## config.mk

```make
export PLATFORM = sky130hd
export DESIGN_NAME = act_rr_sched
export DESIGN_NICKNAME = d
export VERILOG_FILES = /design/src/rtl/act_pkg.sv /design/src/rtl/act_rr_arb.sv /design/src/rtl/act_rr_sched.sv
export SDC_FILE = /design/constraint.sdc
export NUM_CORES = 1
export LEC_CHECK = 0
export ABC_AREA = 1
export CORE_MARGIN = 4
export CORE_UTILIZATION = 30
export CTS_BUF_LIST = sky130_fd_sc_hd__clkbuf_16
export CTS_CLUSTER_DIAMETER = 120
export DETAILED_ROUTE_END_ITERATION = 8
export HOLD_SLACK_MARGIN = 0.03
export SYNTH_ARGS = -nofsm -noshare
export SYNTH_HDL_FRONTEND = slang
export SYNTH_HIERARCHICAL = 1
export SYNTH_SLANG_ARGS = --single-unit
export TNS_END_PERCENT = 100
```

## constraint.sdc

```tcl
create_clock -name clk -period 3.75 [get_ports clk]
set_input_delay 0.75 -clock clk [delete_from_list [all_inputs] [get_ports clk]]
set_output_delay 0.75 -clock clk [all_outputs]
set_load 0.01 [all_outputs]
```

## src/rtl/act_pkg.sv

```systemverilog
// Shared types, tanh breakpoints and the tanh helper for the activation scheduler.
// Q4.12 signed operands; piecewise-linear tanh saturating at +/-1.0.
package act_pkg;

  localparam int ACT_DATA_W    = 16;
  localparam int ACT_TAG_W_MAX = 8;
  localparam int ACT_ID_W_MAX  = 3;

  typedef logic signed [ACT_DATA_W-1:0] act_q412_t;

  localparam logic [15:0] ACT_BP0  = 16'h0800;
  localparam logic [15:0] ACT_BP1  = 16'h1333;
  localparam logic [15:0] ACT_BP2  = 16'h2666;
  localparam logic [15:0] ACT_OFF1 = 16'h0400;
  localparam logic [15:0] ACT_OFF2 = 16'h0B33;
  localparam logic [15:0] ACT_ONE  = 16'h1000;

  typedef struct packed {
    act_q412_t                 data;
    logic [ACT_TAG_W_MAX-1:0]  tag;
    logic [ACT_ID_W_MAX-1:0]   id;
  } act_stage_t;

  // Magnitude is taken as unsigned so 0x8000 lands in the saturating segment.
  function automatic act_q412_t act_tanh(input act_q412_t v);
    logic [15:0] x;
    logic [15:0] y;
    x = v[15] ? (16'd0 - 16'(v)) : 16'(v);
    if (x < ACT_BP0) begin
      y = x;
    end else if (x < ACT_BP1) begin
      y = (x >> 1) + ACT_OFF1;
    end else if (x < ACT_BP2) begin
      y = (x >> 3) + ACT_OFF2;
    end else begin
      y = ACT_ONE;
    end
    return v[15] ? act_q412_t'(16'd0 - y) : act_q412_t'(y);
  endfunction

endpackage

```

## src/rtl/act_rr_arb.sv

```systemverilog
// Parametric round-robin arbiter: lowest set request at or above the pointer wins,
// wrapping modulo N.
module act_rr_arb
  import act_pkg::*;
#(
  parameter int N   = 4,
  parameter int IDW = $clog2(N)
) (
  input  logic [N-1:0]   i_req,
  input  logic [IDW-1:0] i_ptr,
  output logic [N-1:0]   o_grant,
  output logic [IDW-1:0] o_idx,
  output logic           o_any
);

  logic [2*N-1:0] w_rot2;
  logic [N-1:0]   w_rot;
  logic [IDW-1:0] w_off;
  logic [IDW:0]   w_sum;

  // Rotate requests so the pointer position is bit 0, then pick the first set bit.
  always_comb begin
    w_rot2 = {i_req, i_req} >> i_ptr;
    w_rot  = w_rot2[N-1:0];
    w_off  = {IDW{1'b0}};
    for (int k = N - 1; k >= 0; k--) begin
      w_off = w_rot[k] ? IDW'(k) : w_off;
    end
    w_sum   = {1'b0, i_ptr} + {1'b0, w_off};
    o_idx   = (w_sum >= (IDW+1)'(N)) ? IDW'(w_sum - (IDW+1)'(N)) : IDW'(w_sum);
    o_any   = |i_req;
    o_grant = o_any ? (N'(1) << o_idx) : {N{1'b0}};
  end

endmodule

```

## src/rtl/act_rr_sched.sv

```systemverilog
// Round-robin scheduler sharing one tanh unit among N_REQ requesters through a
// two-stage valid/ready pipeline (capture, then compute and hold the response).
module act_rr_sched
  import act_pkg::*;
#(
  parameter int N_REQ  = 4,
  parameter int DATA_W = 16,
  parameter int TAG_W  = 4,
  parameter int IDW    = $clog2(N_REQ)
) (
  input  logic                    clk,
  input  logic                    rst_n,
  input  logic [N_REQ-1:0]        req_valid,
  input  logic [N_REQ*DATA_W-1:0] req_data,
  input  logic [N_REQ*TAG_W-1:0]  req_tag,
  output logic [N_REQ-1:0]        req_ready,
  output logic                    rsp_valid,
  output logic [DATA_W-1:0]       rsp_data,
  output logic [IDW-1:0]          rsp_id,
  output logic [TAG_W-1:0]        rsp_tag,
  input  logic                    rsp_ready,
  output logic [1:0]              inflight
);

  logic             r_s1_valid;
  logic             r_s2_valid;
  act_stage_t       r_s1;
  act_stage_t       r_s2;
  logic [IDW-1:0]   r_rr_ptr;

  logic             w_rdy1;
  logic             w_rdy2;
  logic             w_accept;
  logic [N_REQ-1:0] w_grant;
  logic [IDW-1:0]   w_idx;
  logic             w_any;
  logic [DATA_W-1:0] w_data_sel;
  logic [TAG_W-1:0]  w_tag_sel;
  logic [IDW-1:0]   w_ptr_next;

  act_rr_arb #(.N(N_REQ), .IDW(IDW)) u_arb (
    .i_req   (req_valid),
    .i_ptr   (r_rr_ptr),
    .o_grant (w_grant),
    .o_idx   (w_idx),
    .o_any   (w_any)
  );

  // Handshake readiness, operand selection and next pointer.
  always_comb begin
    w_rdy2     = ~r_s2_valid | rsp_ready;
    w_rdy1     = ~r_s1_valid | w_rdy2;
    w_accept   = rst_n & w_rdy1 & w_any;
    req_ready  = w_grant & {N_REQ{w_accept}};
    w_data_sel = req_data[w_idx*DATA_W +: DATA_W];
    w_tag_sel  = req_tag[w_idx*TAG_W +: TAG_W];
    w_ptr_next = (w_idx == IDW'(N_REQ - 1)) ? {IDW{1'b0}} : (w_idx + IDW'(1));
  end

  // Pipeline state; reset discards anything in flight.
  always_ff @(posedge clk) begin
    if (!rst_n) begin
      r_s1_valid <= 1'b0;
      r_s2_valid <= 1'b0;
      r_s1       <= '0;
      r_s2       <= '0;
      r_rr_ptr   <= {IDW{1'b0}};
    end else begin
      if (w_accept) begin
        r_s1_valid <= 1'b1;
        r_s1.data  <= act_q412_t'(w_data_sel);
        r_s1.tag   <= ACT_TAG_W_MAX'(w_tag_sel);
        r_s1.id    <= ACT_ID_W_MAX'(w_idx);
        r_rr_ptr   <= w_ptr_next;
      end else if (w_rdy1) begin
        r_s1_valid <= 1'b0;
      end
      if (r_s1_valid && w_rdy2) begin
        r_s2_valid <= 1'b1;
        r_s2.data  <= act_tanh(r_s1.data);
        r_s2.tag   <= r_s1.tag;
        r_s2.id    <= r_s1.id;
      end else if (w_rdy2) begin
        r_s2_valid <= 1'b0;
      end
    end
  end

  assign rsp_valid = r_s2_valid;
  assign rsp_data  = DATA_W'(r_s2.data);
  assign rsp_id    = r_s2.id[IDW-1:0];
  assign rsp_tag   = r_s2.tag[TAG_W-1:0];
  assign inflight  = {1'b0, r_s1_valid} + {1'b0, r_s2_valid};

endmodule

```

; Yosys cells after proc, flatten, opt, wreduce, memory -nomap -nowiden
; Index checks and enable logic that the tools add are counted.
[word_totals]
elab_cells = 55
register_bits = 48
input_bits = 87
[op_classes]
muxes = 18
shifts = 4
eq_ne = 1
reduce_logical = 4
add_sub_neg = 8
n_bitwise = 7
n_lt_le_gt_ge = 4
[op_table]
columns = op, n
row1 = 16-bit two-way mux, 6
row2 = 64-bit by 7-bit variable part select with 16-bit output, 1
row3 = 1-bit by 16-bit subtractor with 16-bit output (first input constant), 2
row4 = 15-bit by 11-bit adder with 16-bit output (second input constant), 1
row5 = 16-bit by 12-bit < comparator with 1-bit output (second input constant), 1
row6 = 16-bit by 13-bit < comparator with 1-bit output (second input constant), 1
row7 = 16-bit by 14-bit < comparator with 1-bit output (second input constant), 1
row8 = 16-bit by 5-bit variable part select with 4-bit output, 1
row9 = 13-bit by 12-bit adder with 14-bit output (second input constant), 1
row10 = 14-bit two-way mux, 1
row11 = 2-bit two-way mux, 6
row12 = 8-bit by 2-bit right shift with 4-bit output, 1
row13 = 4-bit AND, 1
row14 = 1-bit two-way mux, 4
row15 = 4-bit two-way mux, 1
row16 = 2-bit nonzero test, 2
row17 = 4-bit OR reduction, 1
row18 = 1-bit by 2-bit left shift with 4-bit output (first input constant), 1
row19 = 2-bit by 2-bit adder with 3-bit output, 1
row20 = 3-bit >= comparator (second input constant), 1
row21 = 1-bit by 1-bit adder with 2-bit output, 1
row22 = 2-bit by 1-bit adder with 2-bit output (second input constant), 1
row23 = 1-bit AND, 2
row24 = 2-bit equality test (second input constant), 1
row25 = 4 further kinds, 6

; Longest topological paths before layout
; Gate-level depths: netlist of run 1.
[depth]
ltp_word = 11
depth_mapped = 29
ltp_nobuf = 29

; By module
; Netlist of run 1, hierarchy kept.
[modules_own_cells]
columns = module, n_inst, cells_per_inst, area_each_um2, seq_area_each_um2
row1 = act_rr_sched, 1, 682, 4013.8, 960.9
row2 = act_rr_arb, 1, 44, 221.5, 0.0

; Worst setup path after synthesis of run 1
; OpenSTA, ideal clock, no wires.
[synth_path]
path_type = input -> output
from = in req_valid[1]
to = out req_ready[1]
setup_slack_ps = 975
stages = 13
t_arrival_ps = 2025
path_cell_list = nand2_1 -> nand3_1 -> nand2_1 -> nand3_1 -> a21boi_0 -> ha_1 -> xnor2_1 -> inv_1 -> nand2_4 -> nand2_4 -> nor2_1 -> inv_1 -> nor2_1
[synth_between]
elab_chain_cells = 11
elab_cells_between_ends = 14
cone_classes = add/sub: 2 / order compare: 1 / shift: 2 / mux: 6 / bitwise: 2 / reduce/logical: 1
[synth_rtl]
columns = item, line_no
row1 = start: declaration, act_rr_sched.sv:13  ; input logic [N_REQ-1:0] req_valid,
row2 = 8-bit by 2-bit right shift with 4-bit output (*), act_rr_arb.sv:23  ; w_rot2 = {i_req, i_req} >> i_ptr;
row3 = 2-bit two-way mux (3 in series), act_rr_arb.sv:27  ; w_off = w_rot[k] ? IDW'(k) : w_off;
row4 = 2-bit two-way mux (*), act_rr_arb.sv:27
row5 = 2-bit by 2-bit adder with 3-bit output (*), act_rr_arb.sv:29  ; w_sum = {1'b0, i_ptr} + {1'b0, w_off};
row6 = 3-bit >= comparator or 2-bit by 1-bit subtractor with 2-bit output (tied branches), act_rr_arb.sv:30  ; o_idx = (w_sum >= (IDW+1)'(N)) ? IDW'(w_sum - (IDW+1)'(N)) : IDW'(w_sum);
row7 = 2-bit two-way mux (*), act_rr_arb.sv:30
row8 = named net w_idx[1], act_rr_sched.sv:35  ; logic [IDW-1:0] w_idx;
row9 = 1-bit by 2-bit left shift with 4-bit output (*), act_rr_arb.sv:32  ; o_grant = o_any ? (N'(1) << o_idx) : {N{1'b0}};
row10 = 4-bit two-way mux (*), act_rr_arb.sv:32
row11 = named net w_grant[1], act_rr_sched.sv:34  ; logic [N_REQ-1:0] w_grant;
row12 = 4-bit AND (*), act_rr_sched.sv:54  ; req_ready = w_grant & {N_REQ{w_accept}};
row13 = end: declaration, act_rr_sched.sv:16  ; output logic [N_REQ-1:0] req_ready,
; Mark *: on every way through the listed nets, which the timed path passes. The rest lies on a longest branch.

; Final worst setup path of run 1
[layout_path]
from = in req_valid[1]
to = out req_ready[0]
; Same word-level chain as after synthesis.

==> flow_summary.json, run 1 <==
{
  "dr_wl_met2_um": 5730,
  "final_common_cell": "nand2_1",
  "finalCritPeriodShare_pct": 94.5,
  "drtPass1Iterations": 4,
  "synth.avg_cell_area_sq_um": 5.83,
  "wl_met3_um": 922,
  "wl_met1_um": 5640,
  "start_util_pct": 30.6,
  "setup_viol": 0,
  "r2r_slack_ns": 0.64,
  "wl_per_cell_um": 12.5,
  "status": "complete, no violations",
  "dp_hpwl_um": 10100,
  "tightestPinTransition_ns": 0.837,
  "p_per_area_mw_per_mm2": 1170,
  "pin_count": 116,
  "design_area_sq_mm": 0.00575,
  "dr.max_layer_used": "met4",
  "dp.cells": 1004,
  "post_dp_cell_area_sq_mm": 0.00555,
  "r2r_end": "rsp_data[8]",
  "synth.cell_area_sq_mm": 0.00424,
  "drtAntennaViolNets": 0,
  "cts_made_buffers": 5,
  "worstSkewPairLatency_ns": 0.30,
  "clk_pin_slew_worst_paths_ns": 0.07,
  "drive_above_1_share_pct": 11.9,
  "rsz0062_at_grt": "false",
  "ctsRootBufferMaster": "clkbuf_16",
  "grt_max_degree": 32,
  "cp-endpoint": "req_ready[0]",
  "ys_ff_latch": 48,
  "synthCells": 726,
  "vias_per_cell": 4.72,
  "cp.arrival_ns": 2.79,
  "rows": 43,
  "clock_sinks": 48,
  "layout_common_cells": "nand2_1 (174), nor2_1 (128), clkdlybuf4s50_1 (111)",
  "grt_pass1_wl_um": 21100,
  "synth_seq_area_share_pct": 22.7,
  "drtIter0Drc": 232,
  "synth_cell_types": 37,
  "antennaDiodeCount": 0,
  "synth-warning-count": 6,
  "cts_tree": "yes",
  "startpoint": "req_valid[1]",
  "antenna_found_initial": 0,
  "vdd_ir_drop_max_uv": 473,
  "slew_headroom_pct": 44.2,
  "reg2reg_depth": 25,
  "report.final.slew_viol_count": 0,
  "hold_violations": 0,
  "drc": 0,
  "fin_crit_ns": 3.54,
  "worstPathRequired_ns": 3.00,
  "core_area_sq_mm": 0.0138,
  "async_reset_ff_share_pct": 0,
  "start_kind": "input pin",
  "nets": 925,
  "synth-edff-count": 0,
  "fmax_mhz": 282,
  "crit_path_end_kind": "output port",
  "skew_ns": 0.00725,
  "vias": 4773,
  "maxCapViolations": 0,
  "path_class": "input pin to output port",
  "clockBufferDepth": 2,
  "critPathMaxFanout": 3,
  "stdcell_count": 1012,
  "htree_levels": 2,
  "die_height_um": 127,
  "syn_nets": 820,
  "p_leak_uw": 0.00269,
  "overflow": 0,
  "area_delta_synth_final_pct": 35.7,
  "grt_pass1_vias": 4532,
  "postCtsSetupBuffers": 0,
  "die_area_sq_mm": 0.0161,
  "numPortBuffers": 115,
  "hp-class": "flop to flop",
  "reg2reg_from": "r_s1[11]",
  "ys.flop_type": "dfxtp_1",
  "wl_um": 12600,
  "finalWeightedCongestion": 0.881,
  "grtUsageTotal_pct": 15.4,
  "die_w_um": 127
}
==> power by group <==
group | total (uW) | leakage, uW | internal (uW) | switching [uW]
sequential | 859 | 0.000400 | 709 | 150
clock | 597 | 0.0000944 | 385 | 212
combinational | 5250 | 0.00219 | 1910 | 3340
==> Yosys cell counts, types with 3 or more instances <==
| cell | n | area [sq um] |
|---|---|---|
| a21oi_1 | 21 | 105 |
| a31oi_1 | 3 | 18.8 |
| buf_6 | 5 | 56.3 |
| clkbuf_1 | 21 | 78.8 |
| dfxtp_1 | 48 | 961 |
| ha_1 | 7 | 87.6 |
| inv_1 | 60 | 225 |
| inv_2 | 14 | 52.6 |
| nand2_1 | 174 | 653 |
| nand2_2 | 29 | 181 |
| nand2_4 | 8 | 90.1 |
| nand3_1 | 58 | 290 |
| nand3_2 | 6 | 60.1 |
| nand4_1 | 7 | 43.8 |
| nor2_1 | 128 | 480 |
| nor2_2 | 9 | 56.3 |
| o21ai_0 | 68 | 340 |
| o21ai_1 | 5 | 25.0 |
| o22ai_1 | 20 | 125 |
| o31ai_1 | 9 | 67.6 |
| xnor2_1 | 3 | 26.3 |
| xor2_1 | 3 | 26.3 |
==> per-layer routing <==
| layer | track usage [%] | vias up |
|---|---|---|
| met3 | 4.17 | 21 |
| met1 | 19.1 | 2083 |
| met4 | 5.11 | 0 |
| met2 | 26.0 | 120 |
| met5 | 0 | - |
| li1 | - | 2549 |
==> worst min path at each step <==
stage / slack [ns] / endpoint / depth (start not counted) / from
after floorplan: 0.45 / r_s1[3] / 2 / r_s1[3]
after global placement: 0.47 / rsp_data[1] / 2 / rsp_data[1]
after detailed placement: 0.47 / rsp_data[1] / 2 / rsp_data[1]
after CTS: 0.48 / rsp_data[1] / 2 / rsp_data[1]
after global routing: 0.50 / rsp_data[1] / 2 / rsp_data[1]
final: 0.48 / rsp_data[1] / 2 / rsp_data[1]
==> stage by stage <==
| stage | utilization [%] | setup TNS (ns) | setup WS [ns] | hold WS [ns] | power (uW) |
|---|---|---|---|---|---|
| global route | 41.6 | 0 | 0.0496 | 0.500 | 7550 |
| global placement | 40.1 | -0.329 | -0.107 | 0.466 | 6130 |
| detailed placement | 40.1 | -0.426 | -0.133 | 0.468 | 6160 |
| finish | 41.6 | 0 | 0.205 | 0.479 | 6710 |
| CTS | 41.6 | 0 | 0.192 | 0.480 | 6770 |
| floorplan | - | 0 | 0.975 | 0.447 | 4930 |
==> worst max-delay path, stage by stage <==
cell	delay, ns
clkdlybuf4s50_1	0.46
nand2_1	0.12
nand3_1	0.08
nand2_1	0.11
nand3_1	0.07
a21boi_1	0.15
ha_2	0.21
xnor2_2	0.12
nand3_2	0.11
buf_4	0.15
nand2_4	0.06
nor2_1	0.04
inv_1	0.04
nor2_1	0.04
dlygate4sd2_1	0.29
==> sequential cells by signal, summed over array words and instances (netlist names) <==
signal	flops
rsp_data	16
rsp_valid	1
r_rr_ptr	2
r_s1	22
r_s1_valid	1
rsp_id	2
rsp_tag	4
==> area by class of cell <==
cell class,count,area [sq um]
clock buffer,5,125
clock inverter,3,68.8
fill,1470,8080
inverter,77,290
multi-input combinational,569,2800
sequential,48,961
tap,180,225
timing repair buffer,130,1270
==> what timing repair did <==
item,in CTS,in global routing
resized for setup,7,0
setup endpoints to repair,4,0
hold buffers,0,0
==> logic make-up (layout without fill, tap and decap cells) <==
logic type,count (synthesis),after routing,share of synthesized area (%)
and+or+nand+nor,425,425,45.6
adders and majority gates,7,7,2.07
buffers and inverters,109,215,11.3
AOI/OAI and AO/OA,131,131,17.1
xor gates and xnor gates,6,6,1.24
DFF,48,48,22.7
No activity file was read; power rests on OpenSTA's default activity.
==> run 2: changes to the inputs <==
Clock period 3.75 ns to 4.52 ns, I/O delays scaled along.
==> flow_summary.json, run 2 (synthesis gave the netlist of run 1 again) <==
{
  "path_class": "input pin to output port",
  "busiest_layer": "met2",
  "fin_total_pwr_uw": 5510,
  "grt_pass1_vias": 4612,
  "drtIter0Drc": 194,
  "fin_crit_ns": 4.18,
  "finalWeightedCongestion": 0.876,
  "wl_per_cell_um": 12.4,
  "layout_common_cells": "nand2_1 (174), nor2_1 (128), clkdlybuf4s50_1 (115)",
  "postCtsSetupBuffers": 0,
  "fmax_mhz": 239,
  "slew_headroom_pct": 41.0,
  "grtUsageMet3_pct": 3.79,
  "multi_input_area_sq_mm": 0.00279,
  "area_delta_synth_final_pct": 34.5,
  "die_w_um": 127,
  "drtPass1Iterations": 5,
  "fillerInstances": 1522,
  "tightestPinTransition_ns": 0.885,
  "start_kind": "input pin",
  "crit_path_end_kind": "output port",
  "grtUsageTotal_pct": 15.3,
  "finalSetupTns_ns": 0,
  "worstPathRequired_ns": 3.62,
  "vias_per_cell": 4.72,
  "hold_slack_ns": 0.473,
  "wl_um": 12500,
  "grt_max_degree": 34,
  "register_area_sq_um": 961,
  "drive_above_1_share_pct": 11.0,
  "core_area_sq_mm": 0.0138,
  "nets": 919,
  "die_area_sq_mm": 0.0161,
  "ctsRootBufferMaster": "clkbuf_16",
  "cts_tree": "yes",
  "drtAntennaViolNets": 0,
  "hp-class": "flop to flop",
  "dp_hpwl_um": 10100,
  "vdd_ir_drop_max_uv": 502,
  "ctsHoldBuffers": 0,
  "largest_register": "r_s1",
  "clk_pin_slew_worst_paths_ns": 0.07,
  "grt_pass1_wl_um": 21100,
  "numPortBuffers": 115,
  "largest_register_ffs": 22,
  "critPathMaxFanout": 3,
  "p_leak_uw": 0.00264,
  "rsz0062_at_grt": "false",
  "worstSkewPairLatency_ns": 0.29,
  "rows": 43,
  "vias": 4748,
  "antennaDiodeCount": 0,
  "hold_violations": 0,
  "cts_resized": 0,
  "finalCritPeriodShare_pct": 92.6,
  "antenna_found_initial": 0,
  "fin_ws_ns": 0.336,
  "status": "complete, no violations",
  "setup_viol": 0,
  "clockBufferDepth": 2,
  "grt.met1_usage_pct": 19.1,
  "die_height_um": 127,
  "use_met2_pct": 26.9,
  "overflow": 0,
  "final_common_cell": "nand2_1",
  "cp.arrival_ns": 3.28,
  "start_util_pct": 30.6,
  "drc": 0,
  "report.final.slew_viol_count": 0,
  "maxCapViolations": 0,
  "p_per_area_mw_per_mm2": 967,
  "clock_sinks": 48,
  "cts_made_buffers": 5,
  "place_ws_ns": 0.337,
  "htree_levels": 2,
  "pin_count": 116,
  "skew_ns": 0.00789
}
-- run 2: layout make-up --
cell class | instances | area share (%)
Clock buffer | 5 | 2.20
Clock inverter | 3 | 1.21
Inverter | 77 | 5.10
Multi-Input combinational cell | 569 | 49.1
Sequential cell | 48 | 16.9
Tap cell | 180 | 3.95
Timing Repair Buffer | 124 | 21.6
-- run 2: where the power goes --
group | total (uW) | internal, uW | switching (uW) | leakage, uW
clock | 491 | 319 | 172 | 0.0000944
combinational | 4310 | 1550 | 2760 | 0.00215
sequential | 709 | 588 | 121 | 0.000400
-- run 2: final timing paths --
| check | from | to | slack (ns) | cells after the start |
|---|---|---|---|---|
| setup reg to reg | r_s1[11] | rsp_data[8] | 1.30 | 24 |
| hold / removal | rsp_data[1] | rsp_data[1] | 0.47 | 2 |
| hold reg to reg | rsp_data[1] | rsp_data[1] | 0.47 | 2 |
| setup / recovery | req_valid[1] | req_ready[0] | 0.34 | 15 |
-- run 2: routing by layer --
| metal | share of wire, % | up-vias |
|---|---|---|
| met4 | 1.4 | 0 |
| li1 | - | 2549 |
| met2 | 46 | 97 |
| met3 | 6.0 | 13 |
| met5 | 0 | - |
| met1 | 46 | 2089 |
-- run 2: critical path: stages --
cell             delay, ns
clkdlybuf4s50_1       0.52
nand2_1               0.09
nand3_1               0.10
nand2_1               0.07
nand3_1               0.06
a21boi_0              0.09
ha_1                  0.20
xnor2_1               0.22
inv_1                 0.11
nand2_4               0.10
nand2_4               0.05
nor2_1                0.08
inv_1                 0.04
nor2_1                0.09
clkdlybuf4s50_1       0.55
-- run 2: through the flow --
step,cell area [sq um],util [%],instances
after floorplan,4240,-,726
after global placement,5500,39.8,998
after detailed placement,5500,39.8,998
after CTS,5700,41.2,1006
after global routing,5700,41.2,1006
final,5700,41.2,1006
==> run 3: changes to the inputs <==
Settings changed: CTS_CLUSTER_DIAMETER 120 to not set, SLEW_MARGIN set to 20.
==> results of run 3 <==
No change in the layout: final DEF, timing and power equal those of run 2.
